===== src/rtl/cla_nibble_serial_adder.sv =====
// rtl/cla_nibble_serial_adder.sv - multi-cycle wide adder built from a 4-bit carry-lookahead slice
module cla_nibble_serial_adder #(
   parameter int WIDTH = 16
) (
   input  logic             clk,
   input  logic             rst,
   input  logic             in_valid,
   output logic             in_ready,
   input  logic [WIDTH-1:0] a,
   input  logic [WIDTH-1:0] b,
   input  logic             cin,
   output logic             out_valid,
   input  logic             out_ready,
   output logic [WIDTH:0]   sum,
   output logic             ovf
);
   localparam int NIB = WIDTH / 4;
   localparam int IW  = (NIB > 1) ? $clog2(NIB) : 1;

   typedef enum logic [1:0] {IDLE, RUN, DONE} state_t;

   state_t           state, state_n;
   logic [WIDTH-1:0] a_q, b_q;
   logic             carry;
   logic [IW-1:0]    idx;
   logic [WIDTH:0]   sum_q;
   logic             ovf_q;

   logic [3:0]       an, bn, g, p;
   logic             c1, c2, c3, c4;
   logic             last;

   assign an   = a_q[{idx, 2'b00} +: 4];
   assign bn   = b_q[{idx, 2'b00} +: 4];
   assign g    = an & bn;
   assign p    = an ^ bn;
   assign last = (idx == IW'(NIB - 1));

   // Every carry is a flat sum of products off the registered carry, so no ripple inside the slice.
   assign c1 = g[0] | (p[0] & carry);
   assign c2 = g[1] | (p[1] & g[0]) | (p[1] & p[0] & carry);
   assign c3 = g[2] | (p[2] & g[1]) | (p[2] & p[1] & g[0]) | (p[2] & p[1] & p[0] & carry);
   assign c4 = g[3] | (p[3] & g[2]) | (p[3] & p[2] & g[1]) | (p[3] & p[2] & p[1] & g[0])
             | (p[3] & p[2] & p[1] & p[0] & carry);

   assign in_ready  = (state == IDLE);
   assign out_valid = (state == DONE);
   assign sum       = sum_q;
   assign ovf       = ovf_q;

   always_ff @(posedge clk) begin
      if (rst) state <= IDLE;
      else     state <= state_n;
   end

   always_comb begin
      state_n = state;
      case (state)
         IDLE:    if (in_valid)  state_n = RUN;
         RUN:     if (last)      state_n = DONE;
         DONE:    if (out_ready) state_n = IDLE;
         default:                state_n = IDLE;
      endcase
   end

   always_ff @(posedge clk) begin
      if (rst) begin
         a_q   <= '0;
         b_q   <= '0;
         carry <= 1'b0;
         idx   <= '0;
         sum_q <= '0;
         ovf_q <= 1'b0;
      end else begin
         case (state)
            IDLE: begin
               if (in_valid) begin
                  a_q   <= a;
                  b_q   <= b;
                  carry <= cin;
                  idx   <= '0;
               end
            end
            RUN: begin
               // Unwritten nibbles deliberately keep the previous result until overwritten.
               sum_q[{idx, 2'b00} +: 4] <= p ^ {c3, c2, c1, carry};
               carry <= c4;
               idx   <= idx + 1'b1;
               if (last) begin
                  sum_q[WIDTH] <= c4;
                  ovf_q        <= c3 ^ c4;
               end
            end
            default: ;
         endcase
      end
   end
endmodule


===== config.mk =====
export PLATFORM = sky130hd
export DESIGN_NAME = cla_nibble_serial_adder
export DESIGN_NICKNAME = d
export VERILOG_FILES = /design/src/rtl/cla_nibble_serial_adder.sv
export SDC_FILE = /design/constraint.sdc
export NUM_CORES = 1
export LEC_CHECK = 0
export BUFFER_PORTS_ARGS = -buffer_cell sky130_fd_sc_hd__clkbuf_2
export CORE_ASPECT_RATIO = 0.8
export CORE_MARGIN = 10
export CORE_UTILIZATION = 58
export CTS_BUF_LIST = sky130_fd_sc_hd__clkbuf_16
export DETAILED_ROUTE_END_ITERATION = 8
export PLACE_DENSITY = 0.8
export RECOVER_POWER = 25
export SYNTH_ARGS = -nofsm -noshare
export SYNTH_HDL_FRONTEND = slang
export SYNTH_SLANG_ARGS = --single-unit

===== constraint.sdc =====
create_clock -name clk -period 5.6 [get_ports clk]
set_input_delay 0.56 -clock clk [delete_from_list [all_inputs] [get_ports clk]]
set_output_delay 0.56 -clock clk [all_outputs]
set_load 0.05 [all_outputs]

; ---- Word-level counts from Yosys, hierarchy flattened
; Index checks and enable logic that the tools add are counted.
[totals]
register_bits = 55
latch_bits = 0
ramBits = 0
rom_bits = 0
inputBits = 37
output_inout_bits = 20
mem_count = 0
[op_classes]
n_addsub = 2
mul = 0
n_div = 0
order_cmp = 0
n_eq_ne = 6
shifts = 4
mux = 10
bitwise_logic = 30
n_reduce_logical = 6
[op_table]
columns = operator, n
row1 = $shiftx A16 B5 Y4, 2
row2 = $bwmux W17, 1
row3 = $shift A4 B6 Y17 const A, 1
row4 = $shiftx A4 B6 Y17, 1
row5 = $and A1 B1 Y1, 16
row6 = $or A1 B1 Y1, 10
row7 = $mux W2, 4
row8 = $xor A4 B4 Y4, 2
row9 = $neg A4 Y6, 1
row10 = $pmux W2 S3, 1
row11 = $reduce_and A2 Y1, 3
row12 = $and A4 B4 Y4, 1
row13 = $eq A2 B2 Y1 const B, 2
row14 = $ne A2 B2 Y1 const B, 2
row15 = $pmux W2 S2, 1
row16 = $reduce_and A3 Y1, 1
row17 = $add A2 B1 Y2 const B, 1
row18 = $eq A2 B1 Y1 const B, 1
row19 = $logic_not A2 Y1, 1
row20 = $mux W1, 2
row21 = $ne A2 B1 Y1 const B, 1
row22 = $pmux W1 S2, 1
row23 = $reduce_bool A2 Y1, 1
row24 = $xor A1 B1 Y1, 1

; ---- Longest topological paths before layout
[depth]
depth_word = 10
ltp_mapped = 7
mapped_depth_nobuf = 6

; ---- Worst setup path before layout
; Ideal clock, no wire load.
[synth_timing]
path_kind = flip-flop to flip-flop
startpoint = reg idx[0]
endpoint = reg sum_q[11] (netlist: sum[11])
setup_ns = 0.130
arrival_ns = 2.411
path_slack_ns = 3.059
path_stages_with_launch = 8
n_path_buf = 1
period_less_slack_ns = 2.541
cell_sequence = dfxtp_1 buf_6 mux4_1 ha_1 a211oi_1 o21bai_1 o21bai_1 o21ai_0
[synth_via]
elab_chain_len = 9
[synth_lines]
columns = item, line_no
row1 = from (decl), 25  ; logic [IW-1:0] idx;
row2 = from (signal assigned), 88  ; idx <= idx + 1'b1;
row3 = "$shiftx A16 B5 Y4, on equally long branches", "33, 34"
row4 = $xor A4 B4 Y4 or $and A4 B4 Y4 (tied branches), "36, 35"
row5 = $and A1 B1 Y1, 42  ; assign c3 = g[2] | (p[2] & g[1]) | (p[2] & p[1] & g[0]) | (p[2] & p[1] & p[0] & carry);
row6 = $or A1 B1 Y1 or $and A1 B1 Y1 (tied branches) (2 in series), 42
row7 = $or A1 B1 Y1, 42
row8 = $xor A4 B4 Y4, 86  ; sum_q[{idx, 2'b00} +: 4] <= p ^ {c3, c2, c1, carry};
row9 = $shiftx A4 B6 Y17, 86
row10 = $bwmux W17 *, 86
row11 = "to (signal, indexed assignment)", 86
row12 = to (decl), 26  ; logic [WIDTH:0] sum_q;
; Every way passes the cells marked *; elsewhere a longest branch is shown, timed or not.
; A chain may end at the register's enable or synchronous reset.

; ---- Final worst setup path
; Ends and elaborated chain as after synthesis.

==> out/results.tsv <==
stage	metric	value	unit
setup_path	Crit Path Class	reg -> reg	
timing	Setup TNS Final	0	ns
yosys	XOR/XNOR Fraction of Synth Area	0.3373	%
setup_path	CP arrival	3.30	ns
global_route	met1 GRT Util	19.44	%
placement	Final GP Congestion	0.7891	
outcome	status	finished, final reports clean	
floorplan	core area	4257	um2
power_and_ir_drop	Leak	1.226	nW
layout	Diodes inserted	0	
global_route	GRT overflow	0	
cts	post-cts resize count	0	
cts	htree depth	2	
cts	Num CTS Buffers	5	
global_route	Total GRT Usage	16.22	%
cts	CTS Buffer Depth	2	
cts	clock-pin slew on the worst setup and hold paths	0.07	ns
global_route	vias in the first global route	2221	
yosys	Compound-Gate Fraction of Synth Area	15.86	%
yosys	syn nets	332	
setup_path	worst-path fanout max	16	
timing	Tmin final	3.133	ns
timing	Least-Margin Pin Slew	1.134	ns
route	DR pass1 iterations	4	
setup_path	crit start category	flop	
global_route	global-route wire length before repair	10.10	mm
yosys	ys flop type	dfxtp_1	
placement	Post-DP HPWL	4.164	mm
power_and_ir_drop	Cell Pwr Density	280.4	nW/um2
global_route	initial antenna violation count	0	
floorplan	chip width	94.80	um
floorplan	die span in y	79.84	um
setup_path	CP Capture Type	flop	
global_route	routing usage on met2	27.47	%
yosys	mux cell area share after synthesis	8.867	%
setup_path	critical path's slowest cell	dfxtp_1	
cts	TritonCTS clock tree	yes	
timing	clk_skew	0.002880	ns
layout	layout cells sized above 1	16.72	%
job	max-cap violation count	0	
global_route	met3 Use GR	4.323	%
route	Routed Antenna Nets	0	
timing	fmax	0.3192	GHz
placement	number of port buffers	56	
setup_path	crit-path most repeated cell	o21bai_1	
floorplan	Starting Density	60.99	%
yosys	simple-gate share of the synthesized area	21.98	%
layout	fillers	368	
timing	final period utilization	55.94	%
route	routed length per placed instance	15.39	um
timing	Slew HR	24.41	%
cts	# clock sinks	55	
timing	Final Hold Violating Endpoints	0	
route	Residual DRC	0	
setup_path	Crit path required time	5.77	ns
route	routed vias/inst	5.536	
cts	CTS root buf	clkbuf_16	
yosys	adder-cell share of the synthesized area	6.072	%
power_and_ir_drop	VDD IR max	184.9	uV
route	Routed WL	5.939	mm
route	First DRT Iteration DRCs	146	
yosys	FFs w/ async S/R, synth	0	%
timing	fin. max-slew vios	0	
global_route	pin count of the biggest net entering global routing	60	
floorplan	I/O Pins	57	
route	Vias	2137	
yosys	Post-Syn Instances	283	
floorplan	Die ar.	7569	um2
cts	# Post-CTS Setup Buffers	0	
yosys	FF+latch count, synth	55	
yosys	Mapped Area	2596	um2
layout	post-route cell area	2977	um2
cts	# hold bufs at CTS	0	
yosys	Mean Syn Cell Area	9.174	um2
yosys	Seq/Total Area, Yosys	42.41	%
floorplan	std cell rows	21	
timing	RSZ-0062 raised after global routing	false	
placement	placed cell areas	2854	um2
yosys	EDFF count, synth	0	
yosys	Distinct cells, synth	46	
yosys	Ys Warns	0	
layout	NumNets Final	377	
hold_path	worst hold-check path type	reg -> reg	
setup_path	max incr delay on CP	0.90	ns
setup_path	ordered list of cells on the worst path	mux4_1 -> ha_1 -> a211oi_1 -> o21bai_1 -> o21bai_1 -> o21ai_0	
yosys	largest family of logic cells by synthesized area	simple AND/OR/NAND/NOR gates	
cts	later-pin clock latency in the skew report	0.29	ns
layout	Layout area overhead	14.65	%
timing	setup violators final	0	
global_route	global routing's busiest layer	met2	
## cell usage after synthesis (2+ instances only)
cell type | count | share of area [%]
buf_2 | 2 | 0.39
mux4_1 | 8 | 8.1
nand3b_4 | 3 | 2.3
nor2b_1 | 2 | 0.48
nor2_1 | 16 | 2.3
buf_4 | 4 | 1.2
dfxtp_1 | 55 | 42
nand3b_1 | 7 | 2.0
buf_1 | 4 | 0.58
a22oi_1 | 8 | 2.3
mux2i_1 | 2 | 0.77
inv_1 | 5 | 0.72
nand2b_1 | 2 | 0.48
a32oi_1 | 4 | 1.3
clkbuf_1 | 6 | 0.87
ha_1 | 11 | 5.3
a211oi_1 | 2 | 0.58
a21oi_1 | 39 | 7.5
o21bai_1 | 4 | 1.2
nand2_1 | 70 | 10
o21ai_0 | 4 | 0.77
## through the flow
| stage | instances | total power [W] | hold slack, ns | setup WS [ns] | util, % |
|---|---|---|---|---|---|
| 2_1_floorplan | 283 | 0.0005059 | 0.4315 | 3.059 | - |
| 3_3_place_gp | 378 | 0.0005327 | 0.4379 | 2.616 | 67.05 |
| 3_5_place_dp | 378 | 0.0005351 | 0.4427 | 2.518 | 67.05 |
| 4_1_cts | 386 | 0.0008369 | 0.4550 | 2.477 | 70.46 |
| 5_1_grt | 386 | 0.0008688 | 0.4741 | 2.263 | 69.93 |
| 6_report | 386 | 0.0008345 | 0.4542 | 2.467 | 69.93 |
## sequential cells by signal (all words and copies together) (netlist names)
name,cells
ovf,1
a_q,16
carry,1
sum,17
b_q,16
idx,2
state,2
## worst max-delay path, delay by kind of cell, from the launching register on
kind,cells,cell delay (ns)
compound gates,4,1.03
fa+ha+maj,1,0.34
flops,1,0.90
mux,1,0.71
## placed cells by master (no fill, tap or decap), types with 2 or more instances in the layout
cell       count
a211oi_1       2
a21oi_1       39
a22oi_1        8
a32oi_1        4
clkbuf_1      18
clkbuf_16      5
clkbuf_2      38
dfxtp_1       55
ha_1          11
inv_1          6
mux2i_1        2
mux4_1         8
nand2_1       70
nand2b_1       2
nand3b_1       7
nand3b_4       3
nor2_1        16
nor2b_1        2
o21ai_0        4
o21bai_1       4
## area by class of cell
class                   count  area [um2]  share of cell area (%)
multi-input cells         204        1379                   46.32
clock inverters             3       20.02                  0.6726
repair buffers             56       257.7                   8.659
well taps                  57       71.32                   2.396
flip-flops and latches     55        1101                   36.99
inverters                   6       22.52                  0.7566
clock buffers               5       125.1                   4.203
## per-layer routing
layer / vias to the layer above / share of wire (%) / wire length, um
met4: 0 / 1.6 / 97
met3: 10 / 7.3 / 431
met5: - / 0 / 0
met1: 981 / 42 / 2476
li1: 1080 / - / -
met2: 66 / 49 / 2932
## path summary, 6_finish.rpt
kind,from,end,slack (ns),cells past startpoint
hold / removal,a_q[7],a_q[7],0.45,2
setup reg to reg,idx[0],sum[11],2.47,6
setup / recovery,idx[0],sum[11],2.47,6
hold reg to reg,a_q[7],a_q[7],0.45,2
## report_power, final
group,leakage [nW],switching (W),internal (W)
clock,0.0716,0.000142,0.000166
combinational,0.706,0.0000629,0.0000424
sequential,0.449,0.0000144,0.000407
total,1.23,0.000219,0.000615
## cells by family (layout without fill, tap and decap cells)
kind of cell    Yosys count  in the layout
simple gates            113            113
compound gates           68             68
flops                    55             55
buf+inv                  24             70
fa+ha+maj                12             12
mux                      10             10
xor+xnor                  1              1
Power figures use the tool's default switching activity.
